--- src/rtl/traffic_display_driver.sv ---
// traffic_display_driver
//   Consumer end of the light controller's display interface. On an update strobe it
//   captures both roads' remaining time and colour codes, converts each time to two BCD
//   digits with a 7-cycle shift-add-3 sequence, then commits digits and colours to the
//   display registers. A free-running scanner multiplexes four seven-segment digits
//   (main tens, main ones, sub tens, sub ones) and drives per-road lamps, including a
//   flashing-yellow ONLINE mode.
//
// Optional feature: define DISP_LAMP_TEST_EN to add lamp_test_i, which lights every
//   segment of the scanned digit and all lamps while high.
//
// Ports
//   clk            system clock, rising edge
//   rst_n          asynchronous active-low reset
//   main_time_i    main-road remaining seconds (binary)
//   sub_time_i     sub-road remaining seconds (binary)
//   main_color_i   main colour: 1=RED 2=GREEN 3=YELLOW 4=ONLINE, other=OFF
//   sub_color_i    sub colour, same encoding
//   update_i       one-cycle capture request, ignored while busy
//   lamp_test_i    (DISP_LAMP_TEST_EN only) force all segments and lamps on
//   busy_o         capture/convert in progress
//   seg_o          segments, active-low, {g,f,e,d,c,b,a}
//   dig_sel_o      digit enables, active-low one-hot, bit0 = main tens
//   main_lamp_o    {red,yellow,green}
//   sub_lamp_o     {red,yellow,green}
//   ovf_o          last captured time exceeded 99
module traffic_display_driver #(
  parameter int unsigned SCAN_DIV  = 4,
  parameter int unsigned BLINK_DIV = 8
) (
  input  logic        clk,
  input  logic        rst_n,
  input  logic [15:0] main_time_i,
  input  logic [15:0] sub_time_i,
  input  logic [7:0]  main_color_i,
  input  logic [7:0]  sub_color_i,
  input  logic        update_i,
`ifdef DISP_LAMP_TEST_EN
  input  logic        lamp_test_i,
`endif
  output logic        busy_o,
  output logic [6:0]  seg_o,
  output logic [3:0]  dig_sel_o,
  output logic [2:0]  main_lamp_o,
  output logic [2:0]  sub_lamp_o,
  output logic        ovf_o
);

  localparam int unsigned DivW = (SCAN_DIV > 1) ? $clog2(SCAN_DIV) : 1;
  localparam int unsigned FrW  = (BLINK_DIV > 1) ? $clog2(BLINK_DIV) : 1;

  localparam logic [7:0] ColRed    = 8'd1;
  localparam logic [7:0] ColGreen  = 8'd2;
  localparam logic [7:0] ColYellow = 8'd3;
  localparam logic [7:0] ColOnline = 8'd4;

  typedef enum logic [1:0] {StIdle, StConv, StCommit} state_e;

  // ---------------------------------------------------------------------------
  // Helpers
  // ---------------------------------------------------------------------------
  function automatic logic [6:0] sat99(input logic [15:0] t);
    return (t > 16'd99) ? 7'd99 : t[6:0];
  endfunction

  // One shift-add-3 step on {tens, ones, binary}. Values are <= 99, so the tens
  // nibble never carries out.
  function automatic logic [14:0] dd_step(input logic [14:0] v);
    logic [14:0] r;
    r = v;
    if (r[14:11] >= 4'd5) r[14:11] = r[14:11] + 4'd3;
    if (r[10:7]  >= 4'd5) r[10:7]  = r[10:7]  + 4'd3;
    return {r[13:0], 1'b0};
  endfunction

  function automatic logic [6:0] seg7(input logic [3:0] d);
    logic [6:0] s;
    case (d)
      4'd0:    s = 7'h40;
      4'd1:    s = 7'h79;
      4'd2:    s = 7'h24;
      4'd3:    s = 7'h30;
      4'd4:    s = 7'h19;
      4'd5:    s = 7'h12;
      4'd6:    s = 7'h02;
      4'd7:    s = 7'h78;
      4'd8:    s = 7'h00;
      4'd9:    s = 7'h10;
      default: s = 7'h7F;
    endcase
    return s;
  endfunction

  function automatic logic [2:0] lamp_of(input logic [7:0] col, input logic blink);
    logic [2:0] l;
    case (col)
      ColRed:    l = 3'b100;
      ColYellow: l = 3'b010;
      ColGreen:  l = 3'b001;
      ColOnline: l = {1'b0, blink, 1'b0};
      default:   l = 3'b000;
    endcase
    return l;
  endfunction

  // ---------------------------------------------------------------------------
  // Capture / convert FSM
  // ---------------------------------------------------------------------------
  state_e      state_q;
  logic [2:0]  cnt_q;
  logic [14:0] main_sr_q, sub_sr_q;
  logic [7:0]  main_cap_col_q, sub_cap_col_q;
  logic        busy_q, ovf_q;

  always_ff @(posedge clk or negedge rst_n) begin
    if (!rst_n) begin
      state_q        <= StIdle;
      cnt_q          <= '0;
      main_sr_q      <= '0;
      sub_sr_q       <= '0;
      main_cap_col_q <= '0;
      sub_cap_col_q  <= '0;
      busy_q         <= 1'b0;
      ovf_q          <= 1'b0;
    end else begin
      case (state_q)
        StIdle: begin
          if (update_i) begin
            main_sr_q      <= {8'd0, sat99(main_time_i)};
            sub_sr_q       <= {8'd0, sat99(sub_time_i)};
            main_cap_col_q <= main_color_i;
            sub_cap_col_q  <= sub_color_i;
            ovf_q          <= (main_time_i > 16'd99) || (sub_time_i > 16'd99);
            cnt_q          <= '0;
            busy_q         <= 1'b1;
            state_q        <= StConv;
          end
        end
        StConv: begin
          main_sr_q <= dd_step(main_sr_q);
          sub_sr_q  <= dd_step(sub_sr_q);
          cnt_q     <= cnt_q + 3'd1;
          if (cnt_q == 3'd6) state_q <= StCommit;
        end
        StCommit: begin
          busy_q  <= 1'b0;
          state_q <= StIdle;
        end
        default: state_q <= StIdle;
      endcase
    end
  end

  assign busy_o = busy_q;
  assign ovf_o  = ovf_q;

  // ---------------------------------------------------------------------------
  // Display registers
  // ---------------------------------------------------------------------------
  logic [7:0] disp_main_q, disp_main_d, disp_sub_q, disp_sub_d;
  logic [7:0] disp_main_col_q, disp_main_col_d, disp_sub_col_q, disp_sub_col_d;
  logic       commit;

  assign commit = (state_q == StCommit);

  // Outputs decode from the next-state values so committed digits appear on seg the
  // cycle right after COMMIT.
  always_comb begin
    disp_main_d     = disp_main_q;
    disp_sub_d      = disp_sub_q;
    disp_main_col_d = disp_main_col_q;
    disp_sub_col_d  = disp_sub_col_q;
    if (commit) begin
      disp_main_d     = main_sr_q[14:7];
      disp_sub_d      = sub_sr_q[14:7];
      disp_main_col_d = main_cap_col_q;
      disp_sub_col_d  = sub_cap_col_q;
    end
  end

  always_ff @(posedge clk or negedge rst_n) begin
    if (!rst_n) begin
      disp_main_q     <= '0;
      disp_sub_q      <= '0;
      disp_main_col_q <= '0;
      disp_sub_col_q  <= '0;
    end else begin
      disp_main_q     <= disp_main_d;
      disp_sub_q      <= disp_sub_d;
      disp_main_col_q <= disp_main_col_d;
      disp_sub_col_q  <= disp_sub_col_d;
    end
  end

  // ---------------------------------------------------------------------------
  // Scan divider, digit index, frame counter and blink
  // ---------------------------------------------------------------------------
  logic [DivW-1:0] div_q, div_d;
  logic [1:0]      idx_q, idx_d;
  logic [FrW-1:0]  frame_q, frame_d;
  logic            blink_q, blink_d;

  always_comb begin
    div_d   = div_q + DivW'(1);
    idx_d   = idx_q;
    frame_d = frame_q;
    blink_d = blink_q;
    if (div_q == DivW'(SCAN_DIV - 1)) begin
      div_d = '0;
      idx_d = idx_q + 2'd1;
      if (idx_q == 2'd3) begin
        if (frame_q == FrW'(BLINK_DIV - 1)) begin
          frame_d = '0;
          blink_d = ~blink_q;
        end else begin
          frame_d = frame_q + FrW'(1);
        end
      end
    end
  end

  // ---------------------------------------------------------------------------
  // Output decode
  // ---------------------------------------------------------------------------
  logic [6:0] seg_q, seg_d;
  logic [3:0] dig_sel_q, dig_sel_d;
  logic [2:0] main_lamp_q, main_lamp_d, sub_lamp_q, sub_lamp_d;
  logic       main_on, sub_on;
  logic [3:0] digit;
  logic       blank;

  always_comb begin
    main_on = disp_main_col_d inside {ColRed, ColGreen, ColYellow};
    sub_on  = disp_sub_col_d inside {ColRed, ColGreen, ColYellow};
    digit   = 4'd0;
    blank   = 1'b1;
    unique case (idx_d)
      2'd0: begin
        digit = disp_main_d[7:4];
        blank = !main_on || (disp_main_d[7:4] == 4'd0);
      end
      2'd1: begin
        digit = disp_main_d[3:0];
        blank = !main_on;
      end
      2'd2: begin
        digit = disp_sub_d[7:4];
        blank = !sub_on || (disp_sub_d[7:4] == 4'd0);
      end
      2'd3: begin
        digit = disp_sub_d[3:0];
        blank = !sub_on;
      end
    endcase
    seg_d       = blank ? 7'h7F : seg7(digit);
    dig_sel_d   = ~(4'b0001 << idx_d);
    main_lamp_d = lamp_of(disp_main_col_d, blink_d);
    sub_lamp_d  = lamp_of(disp_sub_col_d, blink_d);
`ifdef DISP_LAMP_TEST_EN
    if (lamp_test_i) begin
      seg_d       = 7'h00;
      main_lamp_d = 3'b111;
      sub_lamp_d  = 3'b111;
    end
`endif
  end

  always_ff @(posedge clk or negedge rst_n) begin
    if (!rst_n) begin
      div_q       <= '0;
      idx_q       <= '0;
      frame_q     <= '0;
      blink_q     <= 1'b0;
      seg_q       <= 7'h7F;
      dig_sel_q   <= 4'hF;
      main_lamp_q <= 3'b000;
      sub_lamp_q  <= 3'b000;
    end else begin
      div_q       <= div_d;
      idx_q       <= idx_d;
      frame_q     <= frame_d;
      blink_q     <= blink_d;
      seg_q       <= seg_d;
      dig_sel_q   <= dig_sel_d;
      main_lamp_q <= main_lamp_d;
      sub_lamp_q  <= sub_lamp_d;
    end
  end

  assign seg_o       = seg_q;
  assign dig_sel_o   = dig_sel_q;
  assign main_lamp_o = main_lamp_q;
  assign sub_lamp_o  = sub_lamp_q;

endmodule
--- config.mk ---
export PLATFORM = sky130hd
export DESIGN_NAME = traffic_display_driver
export DESIGN_NICKNAME = d
export VERILOG_FILES = /design/src/rtl/traffic_display_driver.sv
export SDC_FILE = /design/constraint.sdc
export NUM_CORES = 1
export LEC_CHECK = 0
export BUFFER_PORTS_ARGS = -buffer_cell sky130_fd_sc_hd__buf_2
export CAP_MARGIN = 20
export CORE_MARGIN = 2
export CORE_UTILIZATION = 45
export DETAILED_ROUTE_END_ITERATION = 8
export MAX_ROUTING_LAYER = met4
export PLACE_DENSITY = 0.67
export SLEW_MARGIN = 10
export SYNTH_ARGS = -nofsm -noshare
export SYNTH_HDL_FRONTEND = slang
export SYNTH_SLANG_ARGS = --single-unit
--- constraint.sdc ---
create_clock -name clk -period 4.2 [get_ports clk]
set_clock_uncertainty 0.05 [all_clocks]
set_input_delay 0 -clock clk [delete_from_list [all_inputs] [get_ports clk]]
set_output_delay 0 -clock clk [all_outputs]
set_load 0.01 [all_outputs]
==> results of run 1 <==
## worst paths after layout
check | start | end | slack, ns | cells past startpoint
max | state_q[0] | seg_o[0] | 1.23 | 7
min | main_time_i[13] | main_sr_q[0] | 0.07 | 5
max reg2reg | state_q[0] | seg_o[0] | 1.23 | 7
min reg2reg | div_q[0] | div_q[0] | 0.41 | 1
max in group asynchronous | rst_n | state_q[0] | 2.80 | 3
min in group asynchronous | rst_n | frame_q[0] | 0.23 | 2
## layer usage
metal  up-vias  GRT usage [%]
met5         -              -
met2       139           30.5
met4         0           6.50
met1      1986           25.8
met3        24           5.08
li1       1961              -
## power by group
group          leakage (nW)  total (mW)  switching [mW]  internal (mW)
Combinational          1.59        1.43           0.825          0.607
Clock                 0.144       0.908           0.385          0.523
Sequential             1.39        1.74           0.300           1.44
Total                  3.12        4.08            1.51           2.57
## metrics by stage
step | cells | cell area [um^2]
after detailed placement | 709 | 5770
after global routing | 757 | 6410
after floorplan | 514 | 5310
after CTS | 757 | 6410
after global placement | 709 | 5770
final | 757 | 6410
## cell usage after synthesis, types with 2 or more instances
cell type / number / area [um^2]
a22oi_1: 2 / 15.0
o21ai_1: 3 / 15.0
mux2i_1: 5 / 50.1
buf_1: 3 / 11.3
nor2_1: 35 / 131
xnor2_1: 5 / 43.8
clkbuf_1: 13 / 48.8
or3_1: 2 / 12.5
dfstp_2: 11 / 289
and4bb_2: 2 / 25.0
o31ai_1: 10 / 75.1
dfrtp_1: 99 / 2480
o32ai_1: 2 / 17.5
a222oi_1: 6 / 60.1
nand3b_1: 2 / 15.0
nand2_1: 126 / 473
nand3_1: 11 / 55.1
inv_1: 23 / 86.3
nor4_1: 6 / 37.5
mux2i_4: 3 / 67.6
a32oi_1: 2 / 17.5
nor2b_1: 2 / 12.5
mux2_2: 9 / 101
o21ai_0: 18 / 90.1
and3b_1: 4 / 35.0
a21o_1: 5 / 37.5
nor3_1: 10 / 50.1
xor2_1: 3 / 26.3
mux4_1: 2 / 52.6
nor3b_1: 2 / 15.0
nand4_1: 2 / 12.5
a21oi_1: 13 / 65.1
buf_2: 2 / 10.0
nand2b_1: 7 / 43.8
a2111oi_0: 3 / 26.3
o2111ai_1: 2 / 17.5
a32o_1: 4 / 40.0
o311ai_0: 2 / 17.5
a31oi_1: 2 / 12.5
buf_6: 3 / 33.8
nor4b_1: 2 / 17.5
ha_1: 18 / 225
mux4_2: 4 / 90.1
## logic make-up after synthesis
| kind of cell | synth area share (%) |
|---|---|
| compound gates | 11.5 |
| xor+xnor | 1.84 |
| simple gates | 19.3 |
| buf+inv | 4.00 |
| fa+ha+maj | 4.24 |
| mux | 7.09 |
| flops | 52.1 |
## sequential cells by signal, indices dropped and copies added, names as in the netlist, 2 cells and up
| register | flops |
|---|---|
| main_cap_col_q | 8 |
| frame_q | 3 |
| idx_q | 2 |
| disp_sub_col_q | 8 |
| dig_sel_o | 4 |
| cnt_q | 3 |
| main_lamp_o | 3 |
| disp_main_col_q | 8 |
| disp_main_q | 8 |
| sub_sr_q | 15 |
| state_q | 2 |
| main_sr_q | 15 |
| sub_cap_col_q | 8 |
| sub_lamp_o | 3 |
| disp_sub_q | 8 |
| div_q | 2 |
| seg_o | 7 |
## layout make-up
class / count / area, um^2
Sequential cell: 110 / 2770
Multi-Input combinational cell: 357 / 2340
Tap cell: 143 / 179
Clock buffer: 9 / 225
Inverter: 25 / 101
Clock inverter: 7 / 98.8
Fill cell: 976 / 5050
Timing Repair Buffer: 106 / 706
## worst min-delay path, delay by kind of cell
family | cells | cell delay [ns]
and+or+nand+nor | 4 | 0.35
buffers and inverters | 1 | 0.08
## repair_timing
item | in CTS | in global routing
hold buffers | 32 | 0
hold endpoints to repair | 88 | 0
buffers inserted | 0 | 0
==> metrics.md, run 1 <==
| Metric | Value |
|---|---|
| Skew-Pair Late Insertion Delay | approximately 0.35 ns |
| Relative slew slack | a little under 40% |
| Setup ws final | between 1 and 1.5 ns |
| Slew Limit Fails | 0 |
| Global Route Usage Sum | around 20% |
| Pin count of the biggest net entering global routing | 70 |
| Gr ovfl total | 0 |
| EDFF count, synth | 0 |
| Chip Height | approximately 110 um |
| First-pass GRT wire length | between 15000 and 20000 um |
| Reg clk slew, reported paths | 0.07 ns |
| CTS Buffer Depth | 2 |
| Routed len/inst | around 15 um |
| Synthesis Warnings | 0 |
| Via count | about 4000 |
| Max Fanout on Critical Path | 23 |
| MaxCap Viol Count | 0 |
| # setup viols final | 0 |
| Met2 WL post-DR | around 5400 um |
| Post-synth ARST share | 100% |
| Outcome | complete, no violations |
| CTS H-tree depth | 3 |
| Met3 routed WL | around 610 um |
| CP delay by family, top | simple AND/OR/NAND/NOR gates |
| Flops & latches, synth | 110 |
| Synth Net Count | roughly 580 |
| Most frequent cells in the layout | nand2_1, dfrtp_1, buf_2, nor2_1, dlygate4sd3_1 |
| Highest routed layer | met4 |
| Num rows | 39 |
| P_leak | around 3.1 nW |
| WL met1 | a little over 5000 um |
| Fin Hold WS | 0.0685 ns |
| Cell variety after synth | 67 |
| Clock root buffer | clkbuf_16 |
| Top FF cell, synth | dfrtp_1 |
| # IOs | 70 |
| Total die area | around 13000 um^2 |
| Die width | ~110 um |
| CP Capture Type | register |
| Cell Area, Synth | ~5300 um^2 |
| Worst path arrival time | 3.16 ns |
| Total inserted antenna cells | 0 |
| Slew at the pin with the worst max-slew slack | ~0.9 ns |
| Post-route ant nets | 0 |
| WS Path Type | reg -> reg |
| Iteration-0 DRC Markers | approximately 270 |
| Post-DP HPWL | 7690 um |
| Critical path, cell by cell | nand2b_1 -> buf_4 -> mux2i_1 -> nor4_4 -> a21oi_2 -> a211oi_4 -> o2111ai_1 |
| I/O Buffers | 69 |
| Pre-Repair DR Iteration Count | 5 |
| Class of the worst hold path | in -> reg |
| Vias in the first global route | 4046 |
| CTS tree | built |
| Final nets | a little under 700 |
| Syn Area/Cell | just over 10 um^2 |
| Layout area overhead | 20.7% |
| Effective utilization at floorplan | between 40% and 50% |
| Routed WL | about 11000 um |
| Cell count after synthesis | approximately 510 |
| Initial antenna violation count | 0 |
| Total power | slightly above 4 mW |
| WP buf/inv | 1 |
| Crit-path slowest cell | nand2b_1 |
| Dpl ws | between 1 and 1.5 ns |
| Fmax | about 340 MHz |
| Period minus WS final | around 3.0 ns |
| Most common cell after layout, fill and taps aside | nand2_1 |
| Clock sink total | 110 |
| Max rail drop VDD | 0.000380 V |
| Seq/Total Area, Yosys | 52.1% |
| CTS buffer count | 9 |
| RSZ-0062 raised after global routing | false |
| CP required | 4.39 ns |
| RD Place Congestion | ~0.84 |
| Startpoint Class | register |
| Worst path max stage delay | 0.70 ns |
| Final core occ | between 50 and 60% |
| Final Hold Fails | 0 |
| Post-CTS sizing | 0 |
| Floorplan core area | ~11000 um^2 |
| Layout cells sized above 1 | between 20% and 30% |
| Crit share post-route | between 70% and 80% |
| Pwr/cell area | roughly 640 nW/um^2 |
| DR vias/cell | between 5 and 6 |
| Setup tns final | 0 ns |
| Residual DRC | 0 |
Power figures use the tool's default switching activity.
==> run 2, diff against run 1 <==
- PLACE_DENSITY: 0.67 -> 0.69
- clock period: 4.2 -> 2.7 ns (I/O delays scaled with it)
==> run 2 against run 1 <==
  * Global-route usage grew 0.35 points
  * Count of clock-buffer cells in the layout grew 2
  * Power grew 63%
  * Sequential cell count unchanged
  * Maximum frequency grew 17%
  * Critical path depth is 2 higher
  * Via count up 0.17%
  * Critical endpoint is now seg_o[3]
  * Highest routed layer unchanged
==> metrics.md, run 2 (same netlist as run 1, synthesis figures left out) <==
| Metric | Value |
|---|---|
| Reg-to-Reg End | seg_o[3] |
| Chip Height | 113 um (unchanged) |
| Relative slew slack | 46.0% (+6.2 points) |
| CTS Buffer Depth | 2 (unchanged) |
| CP delay by family, top | adder cells |
| Cells on worst reg2reg path | 9 (+2) |
| Clock root buffer | clkbuf_16 |
| First-pass GRT wire length | 20000 um (+2.0%) |
| # setup viols final | 0 (unchanged) |
| # IOs | 70 (unchanged) |
| Worst path max stage delay | 0.44 ns (-0.26 ns) |
| Die width | 113 um (unchanged) |
| CP required | 2.90 ns (-1.49 ns) |
| Placed cell areas | 5880 um^2 (+1.9%) |
| Hold path start | main_time_i[13] |
| RR Startpoint | idx_q[0] |
| Reg clk slew, reported paths | 0.07 ns (about the same) |
| Pin count of the biggest net entering global routing | 65 (-7.1%) |
| Residual DRC | 0 (unchanged) |
| Design area | 6600 um^2 (+2.9%) |
| Effective utilization at floorplan | 46.3% (unchanged) |
| Layout area overhead | 24.3% |
| CP Capture Type | register |
| Register Area | 2770 um^2 (unchanged) |
| Outcome | complete, no violations |
| Clock sink total | 110 (unchanged) |
| Pre-Repair DR Iteration Count | 4 (-1) |
| Gr ovfl total | 0 (unchanged) |
| Max rail drop VDD | 0.000493 V (+30%) |
| Period minus WS final | 2.53 ns (-0.432 ns) |
| Iteration-0 DRC Markers | 225 (-16%) |
| CTS tree | built |
| Fmax | 395 MHz (+17%) |
| Total inserted antenna cells | 0 (unchanged) |
| Most common cell after layout, fill and taps aside | nand2_1 |
| Fillers | 943 (-3.4%) |
| # placed instances | 722 (+1.8%) |
| Post-DP HPWL | 7830 um (+1.8%) |
| CTS buffer count | 9 (unchanged) |
| RSZ-0062 raised after global routing | false |
| Initial antenna violation count | 0 (unchanged) |
| Skew-Pair Late Insertion Delay | 0.35 ns (about the same) |
| Pwr/cell area | 1010 nW/um^2 (+58%) |
| P_leak | 3.24 nW (+3.7%) |
| Floorplan core area | 11500 um^2 (unchanged) |
| I/O Buffers | 69 (unchanged) |
| Global Route Usage Sum | 20.1% (+0.35 points) |
| CTS H-tree depth | 3 (unchanged) |
| Via count | 4117 (+0.17%) |
| Layout cells sized above 1 | 23.7% (+2.0 points) |
| Final Hold Fails | 0 (unchanged) |
| Slew Limit Fails | 0 (unchanged) |
| Routed WL | 11500 um (+0.24%) |
| Critical path, cell by cell | ha_1 -> mux2i_4 -> inv_6 -> a2111oi_2 -> or4_1 -> inv_1 -> ha_1 -> inv_1 -> o2111ai_1 |
| Crit share post-route | 93.9% (+23 points) |
| Vias in the first global route | 4217 (+4.2%) |
| RD Place Congestion | 0.894 (+7.0%) |
| Crit-path slowest cell | dfrtp_1 |
| Total power | 6.64 mW (+63%) |
| Hold Path Depth | 5 (unchanged) |
| WP buf/inv | 3 (+2) |
| Worst setup path start | idx_q[0] |
| Non-Filler Instances | 773 (+2.1%) |
| Most frequent cells in the layout | nand2_1, dfrtp_1, buf_2, nor2_1, dlygate4sd3_1 |
| Max Fanout on Critical Path | 9 (-61%) |
| Hold Crit Endpoint | main_sr_q[0] |
| Final nets | 694 (+2.4%) |
| Class of the worst hold path | in -> reg |
| MaxCap Viol Count | 0 (unchanged) |
| Multi-input logic area | 2340 um^2 (+0.27%) |
| Post-route ant nets | 0 (unchanged) |
| Slew at the pin with the worst max-slew slack | 0.810 ns (-0.0933 ns) |
| Worst R2R Setup Slack | 0.17 ns (-1.07 ns) |
| Num rows | 39 (unchanged) |
| WS Path Type | reg -> reg |
| Worst path arrival time | 2.74 ns (-0.42 ns) |
| Startpoint Class | register |
| Routed len/inst | 14.9 um (-1.8%) |
| Total die area | 12700 um^2 (unchanged) |
| Biggest regs | main_sr_q (15), sub_sr_q (15) |
| DR vias/cell | 5.33 (-1.9%) |
| Fin Hold WS | 0.0529 ns (-0.0156 ns) |
| Setup tns final | 0 ns (unchanged) |
-- run 2: power by group --
part / internal [mW] / switching [mW]
clock network: 1.03 / 0.593
registers: 2.24 / 0.462
logic: 1.01 / 1.30
-- run 2: worst max-delay path by stage --
stage                           to  slack (ns)  cells past startpoint
after detailed placement  seg_o[3]        0.09                      9
final                     seg_o[3]        0.17                      9
after floorplan           seg_o[3]        0.23                     10
after global placement    seg_o[6]        0.19                      9
after CTS                 seg_o[3]        0.02                      9
after global routing      seg_o[1]        0.05                      9
-- run 2: repair_timing --
action / CTS / global route
endpoints found under the setup margin: 0 / 7
resized for setup: 0 / 2
hold buffers: 32 / 0
buffers inserted: 0 / 3
hold endpoints to repair: 83 / 0
-- run 2: final cells by class --
cell class              count  share of cell area [%]
inverters                  25                    1.54
repair buffers            122                    12.7
flip-flops and latches    110                    41.9
clock inverters             5                    1.95
multi-input cells         357                    35.5
clock buffers              11                    3.68
well taps                 143                    2.71
-- run 2: metal layers --
metal	global-route usage [%]	vias to the layer above	part of all wire, %
met2	32.8	95	49
li1	-	2006	-
met4	4.07	0	0.95
met3	4.32	8	3.6
met5	-	-	0
met1	26.3	2008	47
-- run 2: metrics by stage --
stage                     utilization (%)  worst slack [ns]
after global routing                 57.6            0.0482
after global placement               51.3             0.192
final                                57.6             0.166
after floorplan                         -             0.233
after detailed placement             51.3            0.0928
after CTS                            57.3            0.0240
-- run 2: tightest hold or removal path: stages --
cell and delay (ns):
buf_2 0.08, nor3_1 0.04, nand4_1 0.17, nor3_1 0.07
nor2_1 0.07
